## src/rtl/data_memory_arbiter_pkg.sv

```systemverilog
// Shared definitions for the data memory arbiter: default widths and FSM state encodings.
// Contents: DEF_ADDR_SIZE, DEF_SLOT_SIZE, ST_* 2-bit encodings, state_e enum built on them.
// Imported by the interface, the top and the starvation counter.
package data_memory_arb_pkg;

    localparam int DEF_ADDR_SIZE = 5;
    localparam int DEF_SLOT_SIZE = 32;

    localparam logic [1:0] ST_IDLE      = 2'd0;
    localparam logic [1:0] ST_DUMP_RD   = 2'd1;
    localparam logic [1:0] ST_DUMP_HOLD = 2'd2;
    localparam logic [1:0] ST_DUMP_DONE = 2'd3;

    typedef enum logic [1:0] {
        S_IDLE      = ST_IDLE,
        S_DUMP_RD   = ST_DUMP_RD,
        S_DUMP_HOLD = ST_DUMP_HOLD,
        S_DUMP_DONE = ST_DUMP_DONE
    } state_e;

endpackage

```

## src/rtl/data_memory_arbiter_if.sv

```systemverilog
// Bundle of every arbiter signal except clock/reset; names follow the arbiter's point of view.
// Ports: pipeline side (i_pipe_*, o_pipe_*), debug side (i_dbg_*, o_dbg_*), dump stream (*_dump_*),
// memory side (o_mem_*, i_mem_data), o_busy. Modport slave = arbiter, master = its environment.
interface data_memory_arbiter_if
    import data_memory_arb_pkg::*;
#(
    parameter int ADDR_SIZE = DEF_ADDR_SIZE,
    parameter int SLOT_SIZE = DEF_SLOT_SIZE
);
    logic                 i_pipe_req;
    logic                 i_pipe_wr_rd;
    logic [ADDR_SIZE-1:0] i_pipe_addr;
    logic [SLOT_SIZE-1:0] i_pipe_data;
    logic                 o_pipe_gnt;
    logic [SLOT_SIZE-1:0] o_pipe_data;

    logic                 i_dbg_req;
    logic                 i_dbg_wr_rd;
    logic [ADDR_SIZE-1:0] i_dbg_addr;
    logic [SLOT_SIZE-1:0] i_dbg_data;
    logic                 o_dbg_gnt;
    logic [SLOT_SIZE-1:0] o_dbg_data;
    logic                 o_dbg_valid;

    logic                 i_dump_start;
    logic [ADDR_SIZE-1:0] o_dump_addr;
    logic [SLOT_SIZE-1:0] o_dump_data;
    logic                 o_dump_valid;
    logic                 i_dump_ready;
    logic                 o_dump_done;
    logic                 o_busy;

    logic                 o_mem_wr_rd;
    logic [ADDR_SIZE-1:0] o_mem_addr;
    logic [SLOT_SIZE-1:0] o_mem_data;
    logic [SLOT_SIZE-1:0] i_mem_data;

    modport slave (
        input  i_pipe_req, i_pipe_wr_rd, i_pipe_addr, i_pipe_data,
        output o_pipe_gnt, o_pipe_data,
        input  i_dbg_req, i_dbg_wr_rd, i_dbg_addr, i_dbg_data,
        output o_dbg_gnt, o_dbg_data, o_dbg_valid,
        input  i_dump_start, i_dump_ready,
        output o_dump_addr, o_dump_data, o_dump_valid, o_dump_done, o_busy,
        output o_mem_wr_rd, o_mem_addr, o_mem_data,
        input  i_mem_data
    );

    modport master (
        output i_pipe_req, i_pipe_wr_rd, i_pipe_addr, i_pipe_data,
        input  o_pipe_gnt, o_pipe_data,
        output i_dbg_req, i_dbg_wr_rd, i_dbg_addr, i_dbg_data,
        input  o_dbg_gnt, o_dbg_data, o_dbg_valid,
        output i_dump_start, i_dump_ready,
        input  o_dump_addr, o_dump_data, o_dump_valid, o_dump_done, o_busy,
        input  o_mem_wr_rd, o_mem_addr, o_mem_data,
        output i_mem_data
    );

endinterface

```

## src/rtl/data_memory_arbiter_starve_counter.sv

```systemverilog
// Starvation guard: counts consecutive cycles a debug/dump access is pending but blocked.
// Ports: i_clk, i_reset (sync, active-low), i_pending, i_blocked, o_force_slot (count reached limit).
// Counter saturates at STARVE_LIMIT and clears whenever the access is served or nothing is pending.
module arb_starve_counter
    import data_memory_arb_pkg::*;
#(
    parameter int STARVE_LIMIT = 16
)(
    input  logic i_clk,
    input  logic i_reset,
    input  logic i_pending,
    input  logic i_blocked,
    output logic o_force_slot
);
    localparam int            CW    = $clog2(STARVE_LIMIT + 1);
    localparam logic [CW-1:0] LIMIT = CW'(STARVE_LIMIT);

    logic [CW-1:0] r_cnt;

    always_ff @(posedge i_clk) begin
        if (!i_reset || !i_pending || !i_blocked) begin
            r_cnt <= '0;
        end else if (r_cnt != LIMIT) begin
            r_cnt <= r_cnt + CW'(1);
        end
    end

    assign o_force_slot = (r_cnt == LIMIT);

endmodule

```

## src/rtl/data_memory_arbiter.sv

```systemverilog
// Shares the data_memory port between the MEM stage (fixed priority, zero-latency grant) and the
// debug unit (single reads/writes plus a full-memory dump streamed over valid/ready).
// Ports: i_clk, i_reset (sync, active-low), bus (data_memory_arbiter_if.slave).
// Optional macro DATA_MEMORY_ARB_STARVE_GUARD_EN: after STARVE_LIMIT blocked cycles one slot is taken from the pipeline.
module data_memory_arbiter
    import data_memory_arb_pkg::*;
#(
    parameter int ADDR_SIZE = DEF_ADDR_SIZE,
    parameter int SLOT_SIZE = DEF_SLOT_SIZE
`ifdef DATA_MEMORY_ARB_STARVE_GUARD_EN
    , parameter int STARVE_LIMIT = 16
`endif
)(
    input  logic               i_clk,
    input  logic               i_reset,
    data_memory_arbiter_if.slave bus
);
    state_e               r_state;
    logic [ADDR_SIZE-1:0] r_cnt;
    logic [SLOT_SIZE-1:0] r_dbg_data;
    logic                 r_dbg_valid;
    logic [SLOT_SIZE-1:0] r_dump_data;
    logic [ADDR_SIZE-1:0] r_dump_addr;
    logic                 r_dump_valid;

    logic                 w_force;
    logic                 w_slot;
    logic                 w_want;
    logic                 w_pipe_gnt;
    logic                 w_dbg_acc;
    logic                 w_dump_acc;
    logic                 w_mem_wr_rd;
    logic [ADDR_SIZE-1:0] w_mem_addr;
    logic [SLOT_SIZE-1:0] w_mem_data;

    // Debug side wants the port: a pending single access (a same-cycle dump start takes precedence
    // and does not touch memory) or a dump word waiting to be read.
    assign w_want = ((r_state == S_IDLE) && !bus.i_dump_start && bus.i_dbg_req) ||
                    (r_state == S_DUMP_RD);

    // The debug side owns this cycle when the pipeline is idle or the starvation guard fires.
    assign w_slot     = !bus.i_pipe_req || w_force;
    assign w_pipe_gnt = bus.i_pipe_req && !(w_force && w_want);

    assign w_dbg_acc  = i_reset && (r_state == S_IDLE) && !bus.i_dump_start &&
                        bus.i_dbg_req && w_slot;
    assign w_dump_acc = i_reset && (r_state == S_DUMP_RD) && w_slot;

`ifdef DATA_MEMORY_ARB_STARVE_GUARD_EN
    arb_starve_counter #(
        .STARVE_LIMIT (STARVE_LIMIT)
    ) u_starve (
        .i_clk        (i_clk),
        .i_reset      (i_reset),
        .i_pending    (w_want),
        .i_blocked    (!w_slot),
        .o_force_slot (w_force)
    );
`else
    assign w_force = 1'b0;
`endif

    always_comb begin
        w_mem_wr_rd = 1'b0;
        w_mem_addr  = '0;
        w_mem_data  = '0;
        if (w_pipe_gnt) begin
            w_mem_wr_rd = bus.i_pipe_wr_rd;
            w_mem_addr  = bus.i_pipe_addr;
            w_mem_data  = bus.i_pipe_data;
        end else if (w_dbg_acc) begin
            w_mem_wr_rd = bus.i_dbg_wr_rd;
            w_mem_addr  = bus.i_dbg_addr;
            w_mem_data  = bus.i_dbg_data;
        end else if (w_dump_acc) begin
            w_mem_addr  = r_cnt;
        end
    end

    always_ff @(posedge i_clk) begin
        if (!i_reset) begin
            r_state      <= S_IDLE;
            r_cnt        <= '0;
            r_dbg_data   <= '0;
            r_dbg_valid  <= 1'b0;
            r_dump_data  <= '0;
            r_dump_addr  <= '0;
            r_dump_valid <= 1'b0;
        end else begin
            r_dbg_valid <= 1'b0;
            case (r_state)
                S_IDLE: begin
                    if (bus.i_dump_start) begin
                        r_cnt   <= '0;
                        r_state <= S_DUMP_RD;
                    end else if (w_dbg_acc && !bus.i_dbg_wr_rd) begin
                        r_dbg_data  <= bus.i_mem_data;
                        r_dbg_valid <= 1'b1;
                    end
                end
                S_DUMP_RD: begin
                    if (w_dump_acc) begin
                        r_dump_data  <= bus.i_mem_data;
                        r_dump_addr  <= r_cnt;
                        r_dump_valid <= 1'b1;
                        r_state      <= S_DUMP_HOLD;
                    end
                end
                S_DUMP_HOLD: begin
                    if (bus.i_dump_ready) begin
                        r_dump_valid <= 1'b0;
                        if (r_cnt == '1) begin
                            r_state <= S_DUMP_DONE;
                        end else begin
                            r_cnt   <= r_cnt + ADDR_SIZE'(1);
                            r_state <= S_DUMP_RD;
                        end
                    end
                end
                S_DUMP_DONE: r_state <= S_IDLE;
                default:     r_state <= S_IDLE;
            endcase
        end
    end

    assign bus.o_pipe_gnt   = w_pipe_gnt;
    assign bus.o_pipe_data  = bus.i_mem_data;
    assign bus.o_dbg_gnt    = w_dbg_acc;
    assign bus.o_dbg_data   = r_dbg_data;
    assign bus.o_dbg_valid  = r_dbg_valid;
    assign bus.o_dump_addr  = r_dump_addr;
    assign bus.o_dump_data  = r_dump_data;
    assign bus.o_dump_valid = r_dump_valid;
    assign bus.o_dump_done  = (r_state == S_DUMP_DONE);
    assign bus.o_busy       = (r_state != S_IDLE);
    // No memory write may reach data_memory while reset is asserted.
    assign bus.o_mem_wr_rd  = w_mem_wr_rd && i_reset;
    assign bus.o_mem_addr   = w_mem_addr;
    assign bus.o_mem_data   = w_mem_data;

endmodule

```

## src/flat_wrapper.sv

```systemverilog
// flat-port wrapper written by rule: the top's interface ports become plain ports
module data_memory_arbiter_flat import data_memory_arb_pkg::*;
#(
    parameter int ADDR_SIZE = DEF_ADDR_SIZE,
    parameter int SLOT_SIZE = DEF_SLOT_SIZE

)
  (i_clk, i_reset, bus_i_pipe_req, bus_i_pipe_wr_rd, bus_i_pipe_addr, bus_i_pipe_data, bus_o_pipe_gnt, bus_o_pipe_data, bus_i_dbg_req, bus_i_dbg_wr_rd, bus_i_dbg_addr, bus_i_dbg_data, bus_o_dbg_gnt, bus_o_dbg_data, bus_o_dbg_valid, bus_i_dump_start, bus_i_dump_ready, bus_o_dump_addr, bus_o_dump_data, bus_o_dump_valid, bus_o_dump_done, bus_o_busy, bus_o_mem_wr_rd, bus_o_mem_addr, bus_o_mem_data, bus_i_mem_data);
  data_memory_arbiter_if #(.ADDR_SIZE(ADDR_SIZE), .SLOT_SIZE(SLOT_SIZE)) bus_i ();
  input  logic i_clk;
  input  logic i_reset;
  input wire logic [$bits(bus_i.i_pipe_req)-1:0] bus_i_pipe_req;
  input wire logic [$bits(bus_i.i_pipe_wr_rd)-1:0] bus_i_pipe_wr_rd;
  input wire logic [$bits(bus_i.i_pipe_addr)-1:0] bus_i_pipe_addr;
  input wire logic [$bits(bus_i.i_pipe_data)-1:0] bus_i_pipe_data;
  output wire logic [$bits(bus_i.o_pipe_gnt)-1:0] bus_o_pipe_gnt;
  output wire logic [$bits(bus_i.o_pipe_data)-1:0] bus_o_pipe_data;
  input wire logic [$bits(bus_i.i_dbg_req)-1:0] bus_i_dbg_req;
  input wire logic [$bits(bus_i.i_dbg_wr_rd)-1:0] bus_i_dbg_wr_rd;
  input wire logic [$bits(bus_i.i_dbg_addr)-1:0] bus_i_dbg_addr;
  input wire logic [$bits(bus_i.i_dbg_data)-1:0] bus_i_dbg_data;
  output wire logic [$bits(bus_i.o_dbg_gnt)-1:0] bus_o_dbg_gnt;
  output wire logic [$bits(bus_i.o_dbg_data)-1:0] bus_o_dbg_data;
  output wire logic [$bits(bus_i.o_dbg_valid)-1:0] bus_o_dbg_valid;
  input wire logic [$bits(bus_i.i_dump_start)-1:0] bus_i_dump_start;
  input wire logic [$bits(bus_i.i_dump_ready)-1:0] bus_i_dump_ready;
  output wire logic [$bits(bus_i.o_dump_addr)-1:0] bus_o_dump_addr;
  output wire logic [$bits(bus_i.o_dump_data)-1:0] bus_o_dump_data;
  output wire logic [$bits(bus_i.o_dump_valid)-1:0] bus_o_dump_valid;
  output wire logic [$bits(bus_i.o_dump_done)-1:0] bus_o_dump_done;
  output wire logic [$bits(bus_i.o_busy)-1:0] bus_o_busy;
  output wire logic [$bits(bus_i.o_mem_wr_rd)-1:0] bus_o_mem_wr_rd;
  output wire logic [$bits(bus_i.o_mem_addr)-1:0] bus_o_mem_addr;
  output wire logic [$bits(bus_i.o_mem_data)-1:0] bus_o_mem_data;
  input wire logic [$bits(bus_i.i_mem_data)-1:0] bus_i_mem_data;
  assign bus_i.i_pipe_req = bus_i_pipe_req;
  assign bus_i.i_pipe_wr_rd = bus_i_pipe_wr_rd;
  assign bus_i.i_pipe_addr = bus_i_pipe_addr;
  assign bus_i.i_pipe_data = bus_i_pipe_data;
  assign bus_o_pipe_gnt = bus_i.o_pipe_gnt;
  assign bus_o_pipe_data = bus_i.o_pipe_data;
  assign bus_i.i_dbg_req = bus_i_dbg_req;
  assign bus_i.i_dbg_wr_rd = bus_i_dbg_wr_rd;
  assign bus_i.i_dbg_addr = bus_i_dbg_addr;
  assign bus_i.i_dbg_data = bus_i_dbg_data;
  assign bus_o_dbg_gnt = bus_i.o_dbg_gnt;
  assign bus_o_dbg_data = bus_i.o_dbg_data;
  assign bus_o_dbg_valid = bus_i.o_dbg_valid;
  assign bus_i.i_dump_start = bus_i_dump_start;
  assign bus_i.i_dump_ready = bus_i_dump_ready;
  assign bus_o_dump_addr = bus_i.o_dump_addr;
  assign bus_o_dump_data = bus_i.o_dump_data;
  assign bus_o_dump_valid = bus_i.o_dump_valid;
  assign bus_o_dump_done = bus_i.o_dump_done;
  assign bus_o_busy = bus_i.o_busy;
  assign bus_o_mem_wr_rd = bus_i.o_mem_wr_rd;
  assign bus_o_mem_addr = bus_i.o_mem_addr;
  assign bus_o_mem_data = bus_i.o_mem_data;
  assign bus_i.i_mem_data = bus_i_mem_data;
  data_memory_arbiter #(.ADDR_SIZE(ADDR_SIZE), .SLOT_SIZE(SLOT_SIZE)) u_core (.i_clk(i_clk), .i_reset(i_reset), .bus(bus_i));
endmodule
```

## config.mk

```make
export PLATFORM = sky130hd
export DESIGN_NAME = data_memory_arbiter_flat
export DESIGN_NICKNAME = d
export VERILOG_FILES = /design/src/rtl/data_memory_arbiter_pkg.sv /design/src/rtl/data_memory_arbiter_if.sv /design/src/rtl/data_memory_arbiter_starve_counter.sv /design/src/rtl/data_memory_arbiter.sv /design/src/flat_wrapper.sv
export SDC_FILE = /design/constraint.sdc
export NUM_CORES = 1
export LEC_CHECK = 0
export ABC_AREA = 1
export BUFFER_PORTS_ARGS = -buffer_cell sky130_fd_sc_hd__buf_4
export CAP_MARGIN = 25
export CORE_AREA = 2 2 101 103
export DETAILED_ROUTE_END_ITERATION = 10
export DIE_AREA = 0 0 103 105
export GPL_ROUTABILITY_DRIVEN = 0
export PLACE_DENSITY = 0.75
export SETUP_SLACK_MARGIN = 0.2
export SLEW_MARGIN = 20
export SYNTH_ARGS = -nofsm -noshare
export SYNTH_HDL_FRONTEND = slang
export SYNTH_HIERARCHICAL = 1
export SYNTH_SLANG_ARGS = --single-unit
```

## constraint.sdc

```tcl
create_clock -name i_clk -period 2 [get_ports i_clk]
set_clock_uncertainty 0.2 [all_clocks]
set_input_delay 0.1 -clock i_clk [delete_from_list [all_inputs] [get_ports i_clk]]
set_output_delay 0.1 -clock i_clk [all_outputs]
set_load 0.01 [all_outputs]
```

# [Yosys cells after proc, flatten, opt, wreduce, memory -nomap -nowiden]
# Cells that the tools add are included.
# W data, S select, Z words.
[totals] register_bits=78 input_bits=114
[classes] add_sub_neg=1 eq_ne=8 bitwise=3 muxes=20 n_reduce_logical=21
[op_table] op="$mux W32" count=2
[op_table] op="$mux W5" count=6
[op_table] op="$pmux W5 S2" count=1
[op_table] op="$reduce_and A3 Y1" count=3
[op_table] op="$logic_and A1 B1 Y1" count=8
[op_table] op="$mux W2" count=4
[op_table] op="$pmux W2 S4" count=1
[op_table] op="$ne A2 B2 Y1 const B" count=3
[op_table] op="$reduce_bool A2 Y1" count=3
[op_table] op="$add A5 B1 Y5 const B" count=1
[op_table] op="$eq A5 B5 Y1 const B" count=1
[op_table] op="$mux W1" count=5
[op_table] op="$eq A2 B2 Y1 const B" count=2
[op_table] op="$reduce_and A4 Y1" count=1
[op_table] op="$logic_not A1 Y1" count=3
[op_table] op="$not A1 Y1" count=3
[op_table] op="$reduce_or A3 Y1" count=1
[op_table] op="$eq A2 B1 Y1 const B" count=1
[op_table] op="$logic_not A2 Y1" count=1
[op_table] op="$ne A2 B1 Y1 const B" count=1
[op_table] op="$pmux W1 S2" count=1
[op_table] op="$reduce_and A2 Y1" count=1

# [Logic depth before layout (Yosys ltp)]
[depth] word_depth=8 ltp_mapped=10

# [Least setup slack after synthesis]
# OpenSTA, ideal clock, no wires.
[synth_timing] path_kind="register -> register" start="register u_core.r_cnt[0]" end="register u_core.r_cnt[4]" synth_period_minus_slack_ns=1.744 path_slack_ns=0.256 arrival_ns=1.416 setup_ns=0.128 path_buffers=0 stages_incl_launch_ff=11 path_cell_list="dfxtp_1 -> ha_1 -> nand2_1 -> nor2_1 -> ha_1 -> a21oi_1 -> inv_1 -> nor2_2 -> nand2_1 -> o21ai_0 -> nor2_1"
[synth_via] elab_chain_len=4 elab_cells_between_ends=7 cone_classes="add/sub: 1; eq/ne: 2; mux: 3; reduce/logical: 1"
[synth_rtl] item="start: declaration" line_no="data_memory_arbiter.sv:19" rtl="logic [ADDR_SIZE-1:0] r_cnt;"
[synth_rtl] item="start signal: assignment" line_no="data_memory_arbiter.sv:115" rtl="r_cnt <= r_cnt + ADDR_SIZE'(1);"
[synth_rtl] item="$add A5 B1 Y5" line_no="data_memory_arbiter.sv:115"
[synth_rtl] item="$mux W5" line_no="data_memory_arbiter.sv:112" rtl="if (r_cnt == '1) begin"
[synth_rtl] item="$mux W5" line_no="data_memory_arbiter.sv:110" rtl="if (bus.i_dump_ready) begin"
[synth_rtl] item="$pmux W5 S2" line_no="data_memory_arbiter.sv:91" rtl="case (r_state)"
# Parallel ways exist; a longest one is shown, timed or not. The select of a mux whose other input is x is not followed.
# A chain may end at the register's enable or synchronous reset.

# [Worst setup path in the final report]
[layout_timing] start="register u_core.r_state[1]" end="register u_core.r_dbg_data[0] (netlist: u_core/bus.o_dbg_data[0])"
[layout_via] elab_chain_len=7
[layout_rtl] item="start: declaration" line_no="data_memory_arbiter.sv:18" rtl="state_e r_state;"
[layout_rtl] item="start signal: assignment" line_no="data_memory_arbiter.sv:82" rtl="r_state <= S_IDLE;"
[layout_rtl] item="start signal: assignment" line_no="data_memory_arbiter.sv:95" rtl="r_state <= S_DUMP_RD;"
[layout_rtl] item="start signal: assignment" line_no="data_memory_arbiter.sv:106" rtl="r_state <= S_DUMP_HOLD;"
[layout_rtl] item="$logic_not A2 Y1 *" line_no="data_memory_arbiter.sv:45, data_memory_arbiter.sv:91"
[layout_rtl] item="$logic_and A1 B1 Y1 (3 in a row)" line_no="data_memory_arbiter.sv:45" rtl="assign w_dbg_acc = i_reset && (r_state == S_IDLE) && !bus.i_dump_start &&"
[layout_rtl] item="$logic_and A1 B1 Y1" line_no="data_memory_arbiter.sv:46" rtl="bus.i_dbg_req && w_slot;"
[layout_rtl] item="$logic_and A1 B1 Y1" line_no="data_memory_arbiter.sv:96" rtl="end else if (w_dbg_acc && !bus.i_dbg_wr_rd) begin"
[layout_rtl] item="$reduce_and A3 Y1 (no line) *"
[layout_rtl] item="end signal: assignment" line_no="data_memory_arbiter.sv:97" rtl="r_dbg_data <= bus.i_mem_data;"
[layout_rtl] item="end: declaration" line_no="data_memory_arbiter.sv:20" rtl="logic [SLOT_SIZE-1:0] r_dbg_data;"
# Every way passes the cells marked *; elsewhere a longest branch is shown, timed or not.

==> out/metrics.yaml <==
run_status:
  status: "finished clean"
yosys:
  synth_ff_type: "dfxtp_1"
  synth_nets: 608
  synth_common_cells: "nand2_1, dfxtp_1, nor2_1"
  synth_top_area_share: 0.424
  synthCells: 492
  synth_top_cell_by_area: "dfxtp_1"
  ys_top_cells_by_area: "dfxtp_1, nand2_1, a22o_1"
  synth_cell_types: 23
  synth_area_per_cell_sq_um: 7.48
  yosysMostFrequentCell: "nand2_1"
  ys_seq_elements: 78
  syn_area_sq_um: 3680
  yosys_warnings: 6
  async_flop_share: 0
  yosysSeqAreaShare: 0.424
  synth-edff-count: 0
setup_path:
  critPathMaxFanout: 45
  reg2reg_from: "u_core/r_state[1]"
  setup.worst_path.end_class: "register"
  max_stage_delay_ps: 360
  critPathBufInv: 3
  crit_path_start: "u_core/r_state[1]"
  crit_required_ps: 2040
  worstRegToRegCells: 9
  crit_slowest_cell: "dfxtp_4"
  cp_cell_sequence: "nor2_4 > nand2_4 > buf_4 > buf_6 > nor3_4 > buf_12 > nand2_2 > nand2_1 > nor2_1"
  crit_family: "simple AND/OR/NAND/NOR gates"
  cp.depth: 9
  cp-start-kind: "register"
  criticalPathCategory: "register to register"
  crit_arrival_ps: 2020
grt:
  antenna_found_initial: 0
  overflow: 0
  grt.total_usage: 0.226
  grt_max_degree: 71
  first_global_vias: 3960
  grt_pass1_wl_microns: 19300
timing:
  tightest_slew_ps: 698
  setup_ws_ps: 28.1
  setup-violations-final: 0
  hold_viol_final: 0
  finalCritPeriodShare: 0.986
  slew_violations: 0
  slew_headroom: 0.535
  rsz0062_at_grt: "true"
  min_period_ps: 1970
  timing.fmax_mhz: 507
min_path:
  min_path_type: "input port to register"
  holdCritStartpoint: "bus_i_pipe_req"
  min_path_cells: 6
detailed_routing:
  routed_wl_microns: 13400
  vias: 4293
  postRouteAntennaNets: 0
  first_pass_iters: 5
  initialDrtViolationCount: 241
  drc_errors: 0
  routed_via_density: 4.78
  wl_per_cell_microns: 14.9
pwr:
  total_power_mw: 3.75
  p_clk_frac: 0.283
  p_switching_mw: 1.12
  ir_worst_vdd_mv: 0.365
  p_seq_frac: 0.448
  p_per_area_nw_per_um2: 572
  switching_share: 0.298
  p_int_mw: 2.63
  comb_power_share: 0.269
  leakagePower_nw: 3.30
cts:
  cts_tree: "built"
  cts-root-buf: "clkbuf_8"
  clk_pin_slew_worst_paths_ps: 80
  cts_made_buffers: 9
  cts_sinks: 78
  clock_path_buffers: 2
  clk_latency_ps: 340
  htreeDepth: 3
place:
  port_buffers: 258
  post-place-ws_ps: 100
  dpl.hpwl_microns: 8800
layout:
  nNetsFinal: 876
  fin_util: 0.680
  drive_gt1_frac: 0.478
  syn_to_final_growth_pct: 78.1
  n_antenna_cell: 0
floorplan:
  io_pins: 259
  initial_core_util: 0.382
  die_y_microns: 105
  die_x_microns: 103
  core-area_sq_um: 9640
  fp-row-count: 36
  dieArea_sq_um: 10800
job:
  cap_violations: 0
## worst reg2reg max path: cells and delay by family, from the launching register on
family	cells	cell delay (ps)
and+or+nand+nor	6	750
buffers and inverters	3	550
DFF	1	360
## worst paths after layout
check,endpoint,slack (ps)
max,u_core/bus.o_dbg_data[0],30
min,u_core/bus.o_dump_addr[3],50
max reg2reg,u_core/bus.o_dbg_data[0],30
min reg2reg,u_core/bus.o_dump_addr[3],260
## cells by family after synthesis
logic type | count (synthesis) | synth area share
compound gates | 81 | 0.144
fa+ha+maj | 2 | 0.00680
buf+inv | 108 | 0.174
flops | 78 | 0.424
simple gates | 223 | 0.251
## power by group through the flow
stage / clock [mW] / sequential [mW] / combinational, mW
after detailed placement: 0 / 1.71 / 0.811
after CTS: 1.09 / 1.67 / 0.943
after floorplan: 0 / 1.73 / 0.383
after global routing: 1.15 / 1.69 / 1.08
final: 1.06 / 1.68 / 1.01
after global placement: 0 / 1.70 / 0.797
## area by class of cell
cell class                      instances  area [sq um]
Clock inverter                          6          45.0
Clock buffer                           10           128
Fill cell                             791          3090
Tap cell                              133           166
Sequential cell                        78          1570
Inverter                               45           176
Multi-Input combinational cell        306          1740
Timing Repair Buffer                  320          2720
## per-layer routing
| layer | global-route usage | vias to the layer above | part of all wire |
|---|---|---|---|
| li1 | - | 2094 | - |
| met1 | 0.271 | 1982 | 0.39 |
| met2 | 0.379 | 192 | 0.52 |
| met3 | 0.0649 | 25 | 0.071 |
| met4 | 0.0808 | 0 | 0.020 |
| met5 | 0 | - | 0 |
## state kept, by name, summed over array words and instances, names as in the netlist
name	count
u_core/bus.o_dump_valid	1
u_core/bus.o_dbg_data	32
u_core/bus.o_dbg_valid	1
u_core/r_cnt	5
u_core/r_state	2
u_core/bus.o_dump_addr	5
u_core/bus.o_dump_data	32
## placed cells by master, fill, tap and decap left out, drive strengths merged, types with 2 or more instances in the layout
master	instances
a211oi	2
a21oi	11
a22o	32
buf	282
clkbuf	12
clkinvlp	3
dfxtp	78
dlygate4sd3	36
ha	2
inv	47
nand2	102
nand3	42
nor2	77
o21ai	36
## stage by stage
stage / instance area [sq um] / TNS, ps / hold WS, ps / instances
floorplan: 3680 / 0 / 51.9 / 492
global placement: 5390 / 0 / 163 / 826
detailed placement: 5390 / 0 / 175 / 826
CTS: 6210 / 0 / 8.14 / 891
global route: 6550 / -508 / 61.7 / 898
finish: 6550 / 0 / 50.8 / 898
## timing repair
item | 4_1_cts | 5_1_grt
cloned | 4 | 2
hold buffers | 36 | 0
hold endpoints to repair | 75 | 0
setup buffers | 9 | 5
setup endpoints to repair | 44 | 87
pin swaps | 6 | 54
gates resized for setup | 24 | 77
No activity file was read; power rests on OpenSTA's default activity.
